===== src/rtl/mem_arb_pkg.sv =====
// Shared types and default sizing for the fetch/data memory arbiter.
package mem_arb_pkg;

    // Which port the response arriving next cycle belongs to
    typedef enum logic [1:0] {
        S_NONE = 2'd0,
        S_IF   = 2'd1,
        S_DRD  = 2'd2,
        S_DWR  = 2'd3
    } owner_e;

    localparam int ADDR_W_DEF     = 29;
    localparam int DATA_W_DEF     = 64;
    localparam int STARVE_MAX_DEF = 4;

endpackage


===== src/rtl/mem_arb_prio.sv =====
// Fetch/data priority select: data normally wins, fetch is forced through
// after STARVE_MAX consecutive denied cycles.
module mem_arb_prio
    import mem_arb_pkg::*;
#(
    parameter int STARVE_MAX = STARVE_MAX_DEF
) (
    input  logic clk,
    input  logic nrst,
    input  logic if_req,
    input  logic d_req,
    output logic if_gnt,
    output logic d_gnt
);

    localparam int CNT_W = $clog2(STARVE_MAX + 1);

    logic [CNT_W-1:0] starve_cnt;
    logic             starved;

    assign starved = (starve_cnt == CNT_W'(STARVE_MAX));

    always_comb begin
        if_gnt = if_req && (!d_req || starved);
        d_gnt  = d_req && !if_gnt;
    end

    always_ff @(posedge clk or negedge nrst) begin
        if (!nrst) begin
            starve_cnt <= '0;
        end else if (!if_req || if_gnt) begin
            starve_cnt <= '0;
        end else if (!starved) begin
            starve_cnt <= starve_cnt + 1'b1;
        end
    end

endmodule


===== src/rtl/mem_arbiter.sv =====
// Shares one 1-cycle-latency memory port between instruction fetch and
// load/store traffic, routing each read response back to its issuer.
module mem_arbiter
    import mem_arb_pkg::*;
#(
    parameter int ADDR_W     = ADDR_W_DEF,
    parameter int DATA_W     = DATA_W_DEF,
    parameter int STARVE_MAX = STARVE_MAX_DEF
) (
    input  logic                  clk,
    input  logic                  nrst,
    input  logic                  if_req,
    input  logic [31:0]           if_addr,
    output logic                  if_gnt,
    output logic                  if_rvalid,
    output logic [DATA_W/2-1:0]   if_rdata,
    input  logic                  d_req,
    input  logic                  d_we,
    input  logic [31:0]           d_addr,
    input  logic [DATA_W-1:0]     d_wdata,
    input  logic [DATA_W/8-1:0]   d_wmask,
    output logic                  d_gnt,
    output logic                  d_rvalid,
    output logic [DATA_W-1:0]     d_rdata,
    output logic [ADDR_W-1:0]     mem_addr,
    output logic                  mem_wr_en,
    output logic [DATA_W-1:0]     mem_wdata,
    output logic [DATA_W/8-1:0]   mem_wmask,
    input  logic [DATA_W-1:0]     mem_rdata
);

    owner_e                state;
    logic                  if_sel_q;
    logic [DATA_W/2-1:0]   if_rdata_q;
    logic [DATA_W-1:0]     d_rdata_q;
    logic [DATA_W/2-1:0]   if_half;
    logic                  unused_bits;

    // Sub-doubleword offsets are don't-care (fetch uses bit 2 for the half select)
    assign unused_bits = ^{if_addr[1:0], d_addr[2:0]};

    mem_arb_prio #(.STARVE_MAX(STARVE_MAX)) u_prio (
        .clk    (clk),
        .nrst   (nrst),
        .if_req (if_req),
        .d_req  (d_req),
        .if_gnt (if_gnt),
        .d_gnt  (d_gnt)
    );

    always_comb begin
        mem_addr  = '0;
        mem_wr_en = 1'b0;
        mem_wdata = '0;
        mem_wmask = '0;
        if (if_gnt) begin
            mem_addr = if_addr[ADDR_W+2:3];
        end else if (d_gnt) begin
            mem_addr = d_addr[ADDR_W+2:3];
            if (d_we) begin
                mem_wr_en = 1'b1;
                mem_wdata = d_wdata;
                mem_wmask = d_wmask;
            end
        end
    end

    // Owner FSM; rvalids are registered alongside the state they decode
    always_ff @(posedge clk or negedge nrst) begin
        if (!nrst) begin
            state     <= S_NONE;
            if_sel_q  <= 1'b0;
            if_rvalid <= 1'b0;
            d_rvalid  <= 1'b0;
        end else begin
            if_rvalid <= if_gnt;
            d_rvalid  <= d_gnt && !d_we;
            if (if_gnt) begin
                state    <= S_IF;
                if_sel_q <= if_addr[2];
            end else if (d_gnt) begin
                state <= d_we ? S_DWR : S_DRD;
            end else begin
                state <= S_NONE;
            end
        end
    end

    assign if_half  = if_sel_q ? mem_rdata[DATA_W-1:DATA_W/2] : mem_rdata[DATA_W/2-1:0];
    // Response data passes straight through in its cycle and is held afterwards
    assign if_rdata = (state == S_IF)  ? if_half   : if_rdata_q;
    assign d_rdata  = (state == S_DRD) ? mem_rdata : d_rdata_q;

    always_ff @(posedge clk or negedge nrst) begin
        if (!nrst) begin
            if_rdata_q <= '0;
            d_rdata_q  <= '0;
        end else begin
            if (state == S_IF)  if_rdata_q <= if_half;
            if (state == S_DRD) d_rdata_q  <= mem_rdata;
        end
    end

endmodule


===== config.mk =====
export PLATFORM = sky130hd
export DESIGN_NAME = mem_arbiter
export DESIGN_NICKNAME = d
export VERILOG_FILES = /design/src/rtl/mem_arb_pkg.sv /design/src/rtl/mem_arb_prio.sv /design/src/rtl/mem_arbiter.sv
export SDC_FILE = /design/constraint.sdc
export NUM_CORES = 1
export LEC_CHECK = 0
export ABC_AREA = 1
export CAP_MARGIN = 20
export CORE_AREA = 2 2 158 160
export DETAILED_ROUTE_END_ITERATION = 7
export DIE_AREA = 0 0 160 162
export GPL_TIMING_DRIVEN = 0
export PLACE_DENSITY_LB_ADDON = 0.3
export SLEW_MARGIN = 20
export SYNTH_ARGS = -nofsm -noshare
export SYNTH_HDL_FRONTEND = slang
export SYNTH_SLANG_ARGS = --single-unit
export TNS_END_PERCENT = 1

===== constraint.sdc =====
create_clock -name clk -period 2.2 [get_ports clk]
set_input_delay 0.44 -clock clk [delete_from_list [all_inputs] [get_ports clk]]
set_output_delay 0.44 -clock clk [all_outputs]
set_load 0.1 [all_outputs]

==> run summary, run 1 <==
Tcrit/Tclk final: 1.08
Final nets: 1364
clock tree buffer depth: 2
LEAKAGE: 5.60 nW
starting density of the core: 0.223
syn_nets: 947
min-delay worst type: in -> async
# setup viols final: 101
slew at the pin closest to its max-slew limit: 989 ps
CP Data Arrival Time: 1930 ps
failing checks: negative setup slack
hpwl dp: 22.5 mm
crit path capture type: output port
most common cell after layout, fill and taps aside: nand2_1
total CTS buffers: 9
H-Tree Depth: 3
first-pass GRT wire length: 41.1 mm
Netlist Area Pre-Place: 5360 um2
GRT Overall Usage: 0.209
RSZ-0062 raised after global routing: yes
warnings from Yosys: 0
vias per inst: 4.42
I/O Buffers: 399
Slew Viols, Final: 0
Avg Inst Size Synth: 7.25 um2
share of the synthesized area in the top cell type: 0.485
initial antenna violation count: 0
Post-Synthesis Cells: 740
top cell type by total area after synthesis: dfrtp_1
Die W: 160 um
Max FO, Critical Path: 10
commonest non-fill, non-tap cells in the layout: 298 x nand2_1, 195 x clkdlybuf4s50_1, 123 x buf_12
clk slew on worst S/H paths: 80 ps
min cycle time layout: 2370 ps
Seq/Total Area, Yosys: 0.485
final-report hold violation count: 0
crit path launch type: register
largest net degree at the start of global routing: 65
Max Fclk: 421 MHz
root cell of the clock tree: clkbuf_16
P&R area growth vs syn: 128%
cell row count: 57
final WL: 28.3 mm
chip height: 162 um
vias in the first global route: 6681
Clock Skews: 12.4 ps
placeable core area: 24100 um2
peak supply drop: 0.448 mV
top cells by area, synth: dfrtp_1 49%, nand2_1 23%, nand3_1 5.7%, nor2_1 4.7%, o211ai_1 4.3%
max_cap viols: 0
routed len/inst: 19.1 um
fin worst setup slack: -173 ps
status: finished, violations left
clk sinks: 104
clock latency on the worst-skew pair: 360 ps
DR vias: 6568
DRT iter0 DRCs: 299
Pwr Total: 0.0102 W
Yosys reg bits: 104
kind of critical path: reg -> out
Top Ports: 407
grt ovf: 0
WHS: 11.0 ps
total power divided by cell area: 838 nW/um2
Final Wtd Congestion: 0.847
Die Footprint: 25900 um2
CTS tree: yes
synth unique cells: 20
Slew headroom: 0.340
# DRC: 0
first-pass iteration count of the detailed router: 4
DRT antenna net count: 0
Antenna Diode Count: 0
share of cells above drive strength 1: 0.345
Worst Path Required: 1760 ps
synth_stat cells:
cell and number:
clkbuf_1 22, nand3_1 61, buf_6 5, inv_2 2, buf_2 24, inv_1 39, nor2_1 67, nor2_2 8
o21ai_0 34, ha_1 2, nand2_1 327, buf_1 3, nand2_2 4, dfrtp_1 104, nor3_1 2, o211ai_1 31
xnor2_1 1, nor3b_1 1, buf_4 2, a21oi_2 1
per-stage QoR:
stage / util / instance area (um2) / setup TNS (ps) / setup slack, ps / instances
after CTS: 0.438 / 10600 / -26190 / -217 / 1481
after global placement: 0.412 / 9930 / -557590 / -3670 / 1463
after floorplan: - / 5530 / -34270 / -485 / 740
final: 0.507 / 12200 / -8170 / -173 / 1486
after detailed placement: 0.412 / 9940 / -177340 / -1300 / 1464
after global routing: 0.507 / 12200 / -18100 / -253 / 1486
metal layers:
layer / GRT usage / wire (um) / vias up
li1: - / - / 3153
met1: 0.237 / 10500 / 3123
met2: 0.396 / 15400 / 257
met3: 0.0506 / 1720 / 35
met4: 0.0508 / 689 / 0
met5: 0 / 0 / -
worst paths after layout:
| kind | slack, ps | endpoint | cells past startpoint | start |
|---|---|---|---|---|
| max in group asynchronous | 1510 | d_rdata_q[58]$_DFF_PN0_ | 2 | nrst |
| max reg2reg | 770 | state[1]$_DFF_PN0_ | 9 | u_prio.starve_cnt[0]$_DFFE_PN0P_ |
| min | 10 | if_rdata_q[7]$_DFF_PN0_ | 1 | nrst |
| max | -170 | mem_wdata[25] | 10 | u_prio.starve_cnt[1]$_DFFE_PN0P_ |
| min reg2reg | 470 | d_rdata_q[28]$_DFF_PN0_ | 2 | d_rdata_q[28]$_DFF_PN0_ |
| min in group clk | 450 | d_rvalid$_DFF_PN0_ | 2 | d_we |
cells by family after synthesis:
kind of cell | count (synthesis) | synth area share
and+or+nand+nor | 470 | 0.350
DFF | 104 | 0.485
buffers and inverters | 97 | 0.0819
AOI/OAI and AO/OA | 66 | 0.0767
adders and majority gates | 2 | 0.00466
xor gates and xnor gates | 1 | 0.00163
report_power, final:
part	total (W)	internal (W)	switching [W]
Sequential	0.00233	0.00224	0.0000920
Clock	0.00160	0.000816	0.000782
Combinational	0.00631	0.00188	0.00443
Total	0.0102	0.00494	0.00530
cell type report:
class                      count  area, um2
clock buffer                  10        239
timing repair buffer         406       5400
fill                        2319      11900
clock inverter                 6       56.3
buffer                        56        465
multi-input combinational    539       2900
tap                          324        405
sequential                   104       2600
inverter                      41        159
flip-flops by register name (all words and copies together) (netlist names):
signal             count
if_rvalid              1
u_prio.starve_cnt      3
d_rdata_q             64
d_rvalid               1
state                  2
if_rdata_q            32
if_sel_q               1
critical path: stages (launching register included):
cell and delay (ps):
dfrtp_1 370, inv_2 60, ha_4 150, nand2_4 80, nand2_4 80, nand2_8 100, nand2_8 80, buf_12 160
buf_8 150, nor2_2 140, buf_12 190
timing repair:
| action | CTS | global route |
|---|---|---|
| gates resized for setup | 1394 | 421 |
| endpoints found under the setup margin | 202 | 202 |
| cloned | 0 | 1 |
| pin swaps | 2 | 5 |
| hold buffers | 0 | 0 |
| setup buffers | 1 | 4 |
Power figures use the tool's default switching activity.
==> inputs of run 2 (changes only) <==
--- a/config.mk
+++ b/config.mk
@@ -11,7 +11,7 @@
 export DETAILED_ROUTE_END_ITERATION = 7
 export DIE_AREA = 0 0 160 162
 export GPL_TIMING_DRIVEN = 0
-export PLACE_DENSITY_LB_ADDON = 0.3
+export PLACE_DENSITY = 0.56
 export SLEW_MARGIN = 20
 export SYNTH_ARGS = -nofsm -noshare
 export SYNTH_HDL_FRONTEND = slang
==> run 2 against run 1 <==
Compared with the run above:
- hold slack better by 2.3 ps
- register-to-register slack improved by 20 ps
- critical path depth unchanged
- utilization about the same
- first-iteration DRC count is 21% lower
- the flow still finishes with violations (negative setup slack)
- wire length fell by 1.8%
- flip-flop and latch count unchanged
- via count shrank 2.1%
- clock-buffer cell count did not move
- sequential power is essentially flat
- combinational power about the same
- clock power is 3% lower
- largest cell class unchanged
==> run summary, run 2 (same netlist as run 1, synthesis figures left out) <==
status: finished, violations left
failing checks: negative setup slack
slowest CP cell: dfrtp_1
final-report hold violation count: 0 (unchanged)
clock tree buffer depth: 2 (unchanged)
GRT Overall Usage: 0.205 (-0.00432)
grt ovf: 0 (unchanged)
largest registers ranked by flip-flop count: d_rdata_q (64), if_rdata_q (32), u_prio.starve_cnt (3)
DRT antenna net count: 0 (unchanged)
peak supply drop: 0.386 mV (-14%)
cts hold-fix bufs: 0 (unchanged)
total CTS buffers: 9 (unchanged)
cell row count: 57 (unchanged)
combinational power share: 0.618 (+0.002)
crit path buf inv count: 4 (unchanged)
Final nets: 1368 (+0.29%)
met3 GRT Util: 0.0564 (+0.00587)
Tcrit/Tclk final: 1.07 (-0.0101)
Clock Skews: 10.8 ps (-1.59 ps)
Die Footprint: 25900 um2 (unchanged)
M2 GR Usage: 0.371 (-0.0254)
clock latency on the worst-skew pair: 350 ps (about the same)
min-delay worst type: in -> async
Worst R2R Start: u_prio.starve_cnt[0]$_DFFE_PN0P_
# DRC: 0 (unchanged)
Max FO, Critical Path: 6 (-4)
Fill cells: 2338 (+0.82%)
Worst R2R End: state[1]$_DFF_PN0_
Slew Viols, Final: 0 (unchanged)
pre-CTS setup slack: -1120 ps (+178 ps)
LEAKAGE: 5.62 nW (+0.44%)
Pwr Total: 0.0102 W (-0.74%)
CP Data Arrival Time: 1910 ps (-20 ps)
placeable core area: 24100 um2 (unchanged)
Biggest register: d_rdata_q
final WL: 27.8 mm (-1.8%)
min cycle time layout: 2350 ps (-22.3 ps)
vias in the first global route: 6489 (-2.9%)
Crit path largest cell delay: 350 ps (-20 ps)
first-pass iteration count of the detailed router: 4 (unchanged)
Worst Path Required: 1760 ps (about the same)
fin worst setup slack: -151 ps (+22.3 ps)
total power divided by cell area: 832 nW/um2 (-0.67%)
largest net degree at the start of global routing: 59 (-9.2%)
max reg flops: 64 (unchanged)
Final Wtd Congestion: 0.831 (-1.8%)
clk sinks: 104 (unchanged)
RSZ-0062 raised after global routing: yes
DRT iter0 DRCs: 236 (-21%)
delay-heaviest family, CP: buffers and inverters
clk slew on worst S/H paths: 80 ps (about the same)
chip height: 162 um (unchanged)
critical path cell sequence: inv_1, ha_4, nand2_4, nand2_4, nand2_4, nand2_8, buf_12, buf_12, nor2_4, buf_12
grt peak-use layer: met2
crit path capture type: output port
Top Ports: 407 (unchanged)
GR Layer Usage met1: 0.232 (-0.00459)
P&R area growth vs syn: 128% (about the same)
Antenna Diode Count: 0 (unchanged)
DR vias: 6431 (-2.1%)
CTS tree: yes
Max Fclk: 425 MHz (+0.95%)
clock network power share: 0.153 (-0.003)
root cell of the clock tree: clkbuf_16
share of cells above drive strength 1: 0.328 (-0.0175)
# setup viols final: 102 (+0.99%)
routed len/inst: 18.7 um (-2.1%)
H-Tree Depth: 3 (unchanged)
first-pass GRT wire length: 40.6 mm (-1.3%)
switching share of total power: 0.518 (+0.000692)
sequential share of power: 0.229 (about the same)
commonest non-fill, non-tap cells in the layout: 314 x nand2_1, 195 x clkdlybuf4s50_1, 114 x buf_12
max_cap viols: 0 (unchanged)
most common cell after layout, fill and taps aside: nand2_1
initial antenna violation count: 0 (unchanged)
R2R Setup Slk: 790 ps (+20 ps)
Slew headroom: 0.325 (-0.0144)
sw power: 0.00527 W (-0.61%)
R2R cell count: 9 (unchanged)
starting density of the core: 0.223 (unchanged)
Cells after DPL: 1464 (unchanged)
internal power: 0.00489 W (-0.88%)
crit path launch type: register
vias per inst: 4.32 (-2.3%)
slew at the pin closest to its max-slew limit: 1010 ps (+21.6 ps)
kind of critical path: reg -> out
Non-Filler Instances: 1490 (+0.27%)
Die W: 160 um (unchanged)
hpwl dp: 22.3 mm (-0.66%)
I/O Buffers: 399 (unchanged)
## run 2: power groups by stage
stage	sequential [W]	combinational, W	clock [W]
after floorplan	0.00237	0.00390	0
after global placement	0.00236	0.00546	0
after detailed placement	0.00236	0.00548	0
after CTS	0.00233	0.00556	0.00163
after global routing	0.00236	0.00650	0.00169
final	0.00233	0.00628	0.00155
## run 2: worst reg2reg max path, cell delays in order (launching register included)
cell and delay, ps:
dfrtp_1 380, inv_1 100, ha_4 150, nand2_4 60, nand2_4 70, nand2_4 80, nand2_8 120, buf_12 140
clkbuf_16 170, inv_1 40
## run 2: area by class of cell
type                    instances  area (um2)  share of cell area
repair buffers                411        5490               0.450
plain buffers                  55         438              0.0358
flip-flops and latches        104        2600               0.213
well taps                     324         405              0.0332
clock buffers                  10         229              0.0187
inverters                      41         161              0.0132
clock inverters                 6        53.8             0.00440
multi-input cells             539        2830               0.232
## run 2: layer usage
metal / part of all wire / vias to the layer above / wire, um
li1: - / 3168 / -
met1: 0.38 / 2988 / 10500
met2: 0.52 / 242 / 14400
met3: 0.072 / 33 / 2000
met4: 0.031 / 0 / 856
met5: 0 / - / 0
## run 2: how the worst max path moves through the flow
stage | startpoint | endpoint | cells after the start
6_report | u_prio.starve_cnt[0]$_DFFE_PN0P_ | mem_wdata[60] | 10
5_1_grt | u_prio.starve_cnt[1]$_DFFE_PN0P_ | mem_wdata[60] | 10
4_1_cts | u_prio.starve_cnt[0]$_DFFE_PN0P_ | mem_wdata[60] | 10
3_5_place_dp | if_req | mem_wdata[59] | 7
3_3_place_gp | nrst | state[0]$_DFF_PN0_ | 1
2_1_floorplan | state[0]$_DFF_PN0_ | d_rdata[31] | 5
## run 2: timing repair
item | CTS | global route
cloned | 0 | 2
setup buffers | 3 | 6
endpoints found under the setup margin | 202 | 201
pin swaps | 3 | 4
resized for setup | 1395 | 413
## run 2: stage by stage
| step | TNS (ps) | hold slack [ps] | util | instance area [um2] |
|---|---|---|---|---|
| 6_report | -9900 | 13.4 | 0.507 | 12200 |
| 5_1_grt | -22620 | 37.7 | 0.507 | 12200 |
| 4_1_cts | -30090 | 16.6 | 0.437 | 10500 |
| 3_5_place_dp | -173050 | 408 | 0.413 | 9960 |
| 3_3_place_gp | -554990 | 450 | 0.412 | 9930 |
| 2_1_floorplan | -34270 | 144 | - | 5530 |
